`src/rtl/tft_timing_gen.sv`:
```
// rtl/tft_timing_gen.sv - parametrised TFT panel timing generator
// Counter stage -> stage 0 (request/coords) -> stage 1 (sync/DE/RGB), all gated by i_enable.
module tft_timing_gen #(
  parameter int H_SYNC    = 48,
  parameter int H_BP      = 88,
  parameter int H_ACTIVE  = 800,
  parameter int H_FP      = 40,
  parameter int V_SYNC    = 3,
  parameter int V_BP      = 32,
  parameter int V_ACTIVE  = 480,
  parameter int V_FP      = 13,
  parameter int HSYNC_POL = 0,
  parameter int VSYNC_POL = 0,
  parameter int DE_POL    = 1,
  parameter int CW        = 8,
  parameter int BGR       = 0
) (
  input  logic          i_clk,
  input  logic          i_rst_n,
  input  logic          i_enable,
  input  logic [3*CW-1:0] i_pixel,
  output logic          o_req,
  output logic [15:0]   o_hpixel,
  output logic [15:0]   o_vpixel,
  output logic          o_frame_start,
  output logic          o_HSYNC,
  output logic          o_VSYNC,
  output logic          o_DE,
  output logic [CW-1:0] o_RED,
  output logic [CW-1:0] o_GREEN,
  output logic [CW-1:0] o_BLUE
);

  localparam int H_TOTAL = H_SYNC + H_BP + H_ACTIVE + H_FP;
  localparam int V_TOTAL = V_SYNC + V_BP + V_ACTIVE + V_FP;
  localparam int HW = (H_TOTAL > 1) ? $clog2(H_TOTAL) : 1;
  localparam int VW = (V_TOTAL > 1) ? $clog2(V_TOTAL) : 1;

  // Region bounds kept at 32 bits: the active end may equal TOTAL, which need not fit HW/VW.
  localparam logic [31:0] H_SYNC_END  = 32'(H_SYNC);
  localparam logic [31:0] H_ACT_START = 32'(H_SYNC + H_BP);
  localparam logic [31:0] H_ACT_END   = 32'(H_SYNC + H_BP + H_ACTIVE);
  localparam logic [31:0] V_SYNC_END  = 32'(V_SYNC);
  localparam logic [31:0] V_ACT_START = 32'(V_SYNC + V_BP);
  localparam logic [31:0] V_ACT_END   = 32'(V_SYNC + V_BP + V_ACTIVE);
  localparam logic [HW-1:0] H_LAST    = HW'(H_TOTAL - 1);
  localparam logic [VW-1:0] V_LAST    = VW'(V_TOTAL - 1);

  logic [HW-1:0] h_q, h_d;
  logic [VW-1:0] v_q, v_d;
  logic [31:0]   h_ext, v_ext;
  logic          h_wrap;

  logic          hsync_d, vsync_d, h_act, v_act, req_d, fs_d;
  logic [15:0]   hpix_d, vpix_d;

  logic          req_q, fs_q, hs0_q, vs0_q;
  logic [15:0]   hpix_q, vpix_q;
  logic          hs1_q, vs1_q, de1_q;
  logic [CW-1:0] red_q, green_q, blue_q;
  logic [CW-1:0] pix_r, pix_g, pix_b;

  assign h_ext = 32'(h_q);
  assign v_ext = 32'(v_q);

  always_comb begin
    h_wrap = (h_q == H_LAST);
    h_d    = h_wrap ? '0 : h_q + HW'(1);
    v_d    = v_q;
    if (h_wrap) begin
      v_d = (v_q == V_LAST) ? '0 : v_q + VW'(1);
    end
  end

  always_comb begin
    hsync_d = (h_ext < H_SYNC_END);
    vsync_d = (v_ext < V_SYNC_END);
    h_act   = (h_ext >= H_ACT_START) && (h_ext < H_ACT_END);
    v_act   = (v_ext >= V_ACT_START) && (v_ext < V_ACT_END);
    req_d   = h_act && v_act;
    fs_d    = (h_q == '0) && (v_q == '0);
    hpix_d  = hpix_q;
    vpix_d  = vpix_q;
    // Coordinates move only while requesting; elsewhere they hold the last request.
    if (req_d) begin
      hpix_d = 16'(h_ext - H_ACT_START);
      vpix_d = 16'(v_ext - V_ACT_START);
    end
  end

  always_comb begin
    pix_g = i_pixel[2*CW-1:CW];
    if (BGR != 0) begin
      pix_r = i_pixel[3*CW-1:2*CW];
      pix_b = i_pixel[CW-1:0];
    end else begin
      pix_r = i_pixel[CW-1:0];
      pix_b = i_pixel[3*CW-1:2*CW];
    end
  end

  always_ff @(posedge i_clk) begin
    if (!i_rst_n) begin
      h_q     <= '0;
      v_q     <= '0;
      req_q   <= 1'b0;
      fs_q    <= 1'b0;
      hs0_q   <= 1'b0;
      vs0_q   <= 1'b0;
      hpix_q  <= '0;
      vpix_q  <= '0;
      hs1_q   <= 1'b0;
      vs1_q   <= 1'b0;
      de1_q   <= 1'b0;
      red_q   <= '0;
      green_q <= '0;
      blue_q  <= '0;
    end else if (i_enable) begin
      h_q     <= h_d;
      v_q     <= v_d;
      req_q   <= req_d;
      fs_q    <= fs_d;
      hs0_q   <= hsync_d;
      vs0_q   <= vsync_d;
      hpix_q  <= hpix_d;
      vpix_q  <= vpix_d;
      hs1_q   <= hs0_q;
      vs1_q   <= vs0_q;
      de1_q   <= req_q;
      // i_pixel answers the request registered on the previous enabled cycle.
      red_q   <= req_q ? pix_r : '0;
      green_q <= req_q ? pix_g : '0;
      blue_q  <= req_q ? pix_b : '0;
    end
  end

  assign o_req         = req_q;
  assign o_frame_start = fs_q;
  assign o_hpixel      = hpix_q;
  assign o_vpixel      = vpix_q;
  assign o_HSYNC       = (HSYNC_POL != 0) ? hs1_q : ~hs1_q;
  assign o_VSYNC       = (VSYNC_POL != 0) ? vs1_q : ~vs1_q;
  assign o_DE          = (DE_POL != 0) ? de1_q : ~de1_q;
  assign o_RED         = red_q;
  assign o_GREEN       = green_q;
  assign o_BLUE        = blue_q;

endmodule

```
`config.mk`:
```
export PLATFORM = sky130hd
export DESIGN_NAME = tft_timing_gen
export DESIGN_NICKNAME = d
export VERILOG_FILES = /design/src/rtl/tft_timing_gen.sv
export SDC_FILE = /design/constraint.sdc
export NUM_CORES = 1
export LEC_CHECK = 0
export ABC_CLOCK_PERIOD_IN_PS = 3000
export CELL_PAD_IN_SITES_DETAIL_PLACEMENT = 1
export CELL_PAD_IN_SITES_GLOBAL_PLACEMENT = 2
export CORE_MARGIN = 4
export CORE_UTILIZATION = 28
export CTS_CLUSTER_DIAMETER = 200
export DETAILED_ROUTE_END_ITERATION = 10
export PLACE_DENSITY = 0.82
export SLEW_MARGIN = 20
export SYNTH_ARGS = -nofsm -noshare
export SYNTH_HDL_FRONTEND = slang
export SYNTH_SLANG_ARGS = --single-unit
```
`constraint.sdc`:
```
create_clock -name i_clk -period 3 [get_ports i_clk]
set_input_delay 0.6 -clock i_clk [delete_from_list [all_inputs] [get_ports i_clk]]
set_output_delay 0.6 -clock i_clk [all_outputs]
set_load 0.005 [all_outputs]
```
==> flow_summary.ini <==
[pwr]
powerDensity_nw_per_um2 = 478
peakVddDrop_mv = 0.195
leakage_nw = 1.69

[route]
routed_wl_um = 9320
via_per_inst = 4.61
antenna_left = 0
wl_per_cell_um = 14.4
first_pass_iters = 4
route.detailed.drc = 0
num_vias = 2975
first_iter_violations = 142

[placed_design]
io_buffer_count = 87
dpl.cell_count = 630
place_area_um2 = 4400
place_congestion = 0.802
dp_hpwl_um = 6670
place_ws_ns = 0.208

[synthesis]
syn_area_per_cell_um2 = 8.49
ys_types = 43
yosysTopAreaCell = dfxtp_1
synth_fp_nets = 442
yosysSeqAreaShare_pct = 42.2
mappedNetlistArea_um2 = 3460
yosys.area.top_type_share_pct = 42.2
synth.area.top_cells = dfxtp_1, nor2b_1, a21oi_1, nand2_1, xnor2_1
yosys_warnings = 0
synth_seq_cells = 73
syn_inst = 408

[global_routing]
grt-ovfl-total = 0
grt_pass1_wl_um = 15800
grt_pass1_vias = 3172
antenna_found_initial = 0
use_met2_pct = 24.1
gr-usage-met1_pct = 15.8
gr-max-usage-layer = met2
grt_max_degree = 45
grt.met3_usage_pct = 2.47
grt_usage_pct = 13.6

[cts]
clk_pin_slew_worst_paths_ns = 0.05
clk_path_buf_depth = 2
clock_sinks = 73
tritoncts = done
htree_levels = 3
holdBufCountCts = 0
cts_resized = 0
cts_buffers = 9
clock_latency_ns = 0.34
cts_root_buffer = clkbuf_16
postCtsSetupRepairBufs = 0

[sta]
max-slew-margin-rel_pct = 48.2
tns_ns = 0
skew_ns = 0.00988
finalCritPeriodShare_pct = 82.2
hold_viol_final = 0
fmax_mhz = 405
drv_slew = 0
finalWorstSetupSlack_ns = 0.533
max_slew.worst_pin.slew_ns = 0.757
fin_crit_ns = 2.47
grt_setup_unrepaired = no
setup_viol_count_final = 0

[floorplan]
die_h_um = 119
fp.dieArea_um2 = 14200
initial_core_util_pct = 28.7
core_area_um2 = 12100
ios = 88
row_count = 40
die_x_um = 119

[setup_path]
cpMaxStageDelayCell = or3_1
startpoint = i_enable
crit_type = input pin to register
worstPathRequired_ns = 3.26
worstPathCellList = clkdlybuf4s50_1, nand4_1, or3_1, or3b_2, a21boi_0
cp_slowest_stage_delay_ns = 0.62
worstReg2RegStart = h_q[4]
worstPathArrival_ns = 2.72
cp-start-kind = input pin
crit_fanout = 15
end_kind = register

[finish]
multi_input_area_um2 = 1740
fillers = 1390
drive_gt1_share_pct = 6.07
area_growth_pct = 36.7
final_area_um2 = 4730
mostFrequentLayoutCell = clkdlybuf4s50_1
ff_latch_area_um2 = 1460
num_antenna_cells = 0
final_cells = 646
mostFrequentLayoutCells = clkdlybuf4s50_1, dfxtp_1, nor2b_1
final_nets = 507

[hold_path]
hold_start = o_hpixel[0]
hp-class = register to register

[run_status]
status = completed

[flow_run]
cap_violations = 0
-- cell type report --
type	instances	area share, %
tap	168	4.44
clock inverter	4	1.56
inverter	12	0.951
multi-input combinational	281	36.8
sequential	73	30.9
timing repair buffer	96	20.0
clock buffer	12	5.42
-- cells in the mapped netlist --
master,instances
nor2b_1,56
a2111oi_0,2
nor3_1,6
buf_2,4
a2111oi_4,2
o21ai_1,19
o22ai_1,1
o21bai_1,1
and3_1,2
and4_1,1
a22oi_1,1
buf_4,14
o311a_1,1
clkbuf_1,24
and4b_1,1
nor4b_1,1
o41ai_1,2
or3b_1,1
or3_1,4
a21oi_1,28
o211a_1,2
and2_1,5
or3b_2,2
xor2_1,9
a41o_1,1
nand2b_1,5
ha_1,7
a21boi_0,4
nand4_1,6
nand2_1,33
o41a_1,1
mux2i_1,4
a21o_1,2
o21a_1,2
o31ai_1,1
nor4_1,4
o21ai_0,5
inv_1,12
nor2_1,21
nand3_1,23
xnor2_1,14
nor3b_1,1
dfxtp_1,73
-- critical path: cells and delay by family --
kind	cells	cell delay, ns
and+or+nand+nor	3	1.38
buffers and inverters	1	0.58
AOI/OAI and AO/OA	1	0.16
-- final timing paths --
check,end,slack [ns],cells past startpoint
min,o_hpixel[0],0.45,2
max,v_q[3],0.53,5
min reg2reg,o_hpixel[0],0.45,2
max reg2reg,o_hpixel[4],0.63,7
-- per-stage QoR --
step	total power, W	hold slack [ns]	util (%)
final	0.00227	0.448	39.3
after global routing	0.00235	0.476	39.3
after CTS	0.00230	0.454	39.3
after detailed placement	0.00110	0.445	36.5
after global placement	0.00110	0.438	36.5
after floorplan	0.00104	0.445	-
-- cells by family after synthesis --
group	Yosys count	synth area share [%]
fa+ha+maj	7	2.53
xor+xnor	23	5.82
simple gates	172	26.6
buf+inv	54	7.51
compound gates	75	14.2
flops	73	42.2
mux	4	1.16
-- routing by layer --
layer	wire (um)	vias to the layer above
li1	-	1491
met1	4040	1423
met2	4810	46
met3	249	15
met4	209	0
met5	0	-
-- state kept, by name (all words and copies together), names as in the netlist --
signal,flops
o_RED,8
o_hpixel,11
o_BLUE,8
vs1_q,1
hs1_q,1
o_vpixel,11
v_q,10
hs0_q,1
o_req,1
o_frame_start,1
vs0_q,1
o_DE,1
o_GREEN,8
h_q,10
-- power by group --
group          total [W]  internal, W  switching [W]
Combinational  0.0000978    0.0000537      0.0000441
Sequential      0.000980     0.000976     0.00000392
Clock            0.00119     0.000775       0.000412
Total            0.00227      0.00180       0.000460
No activity file was read; power rests on OpenSTA's default activity.
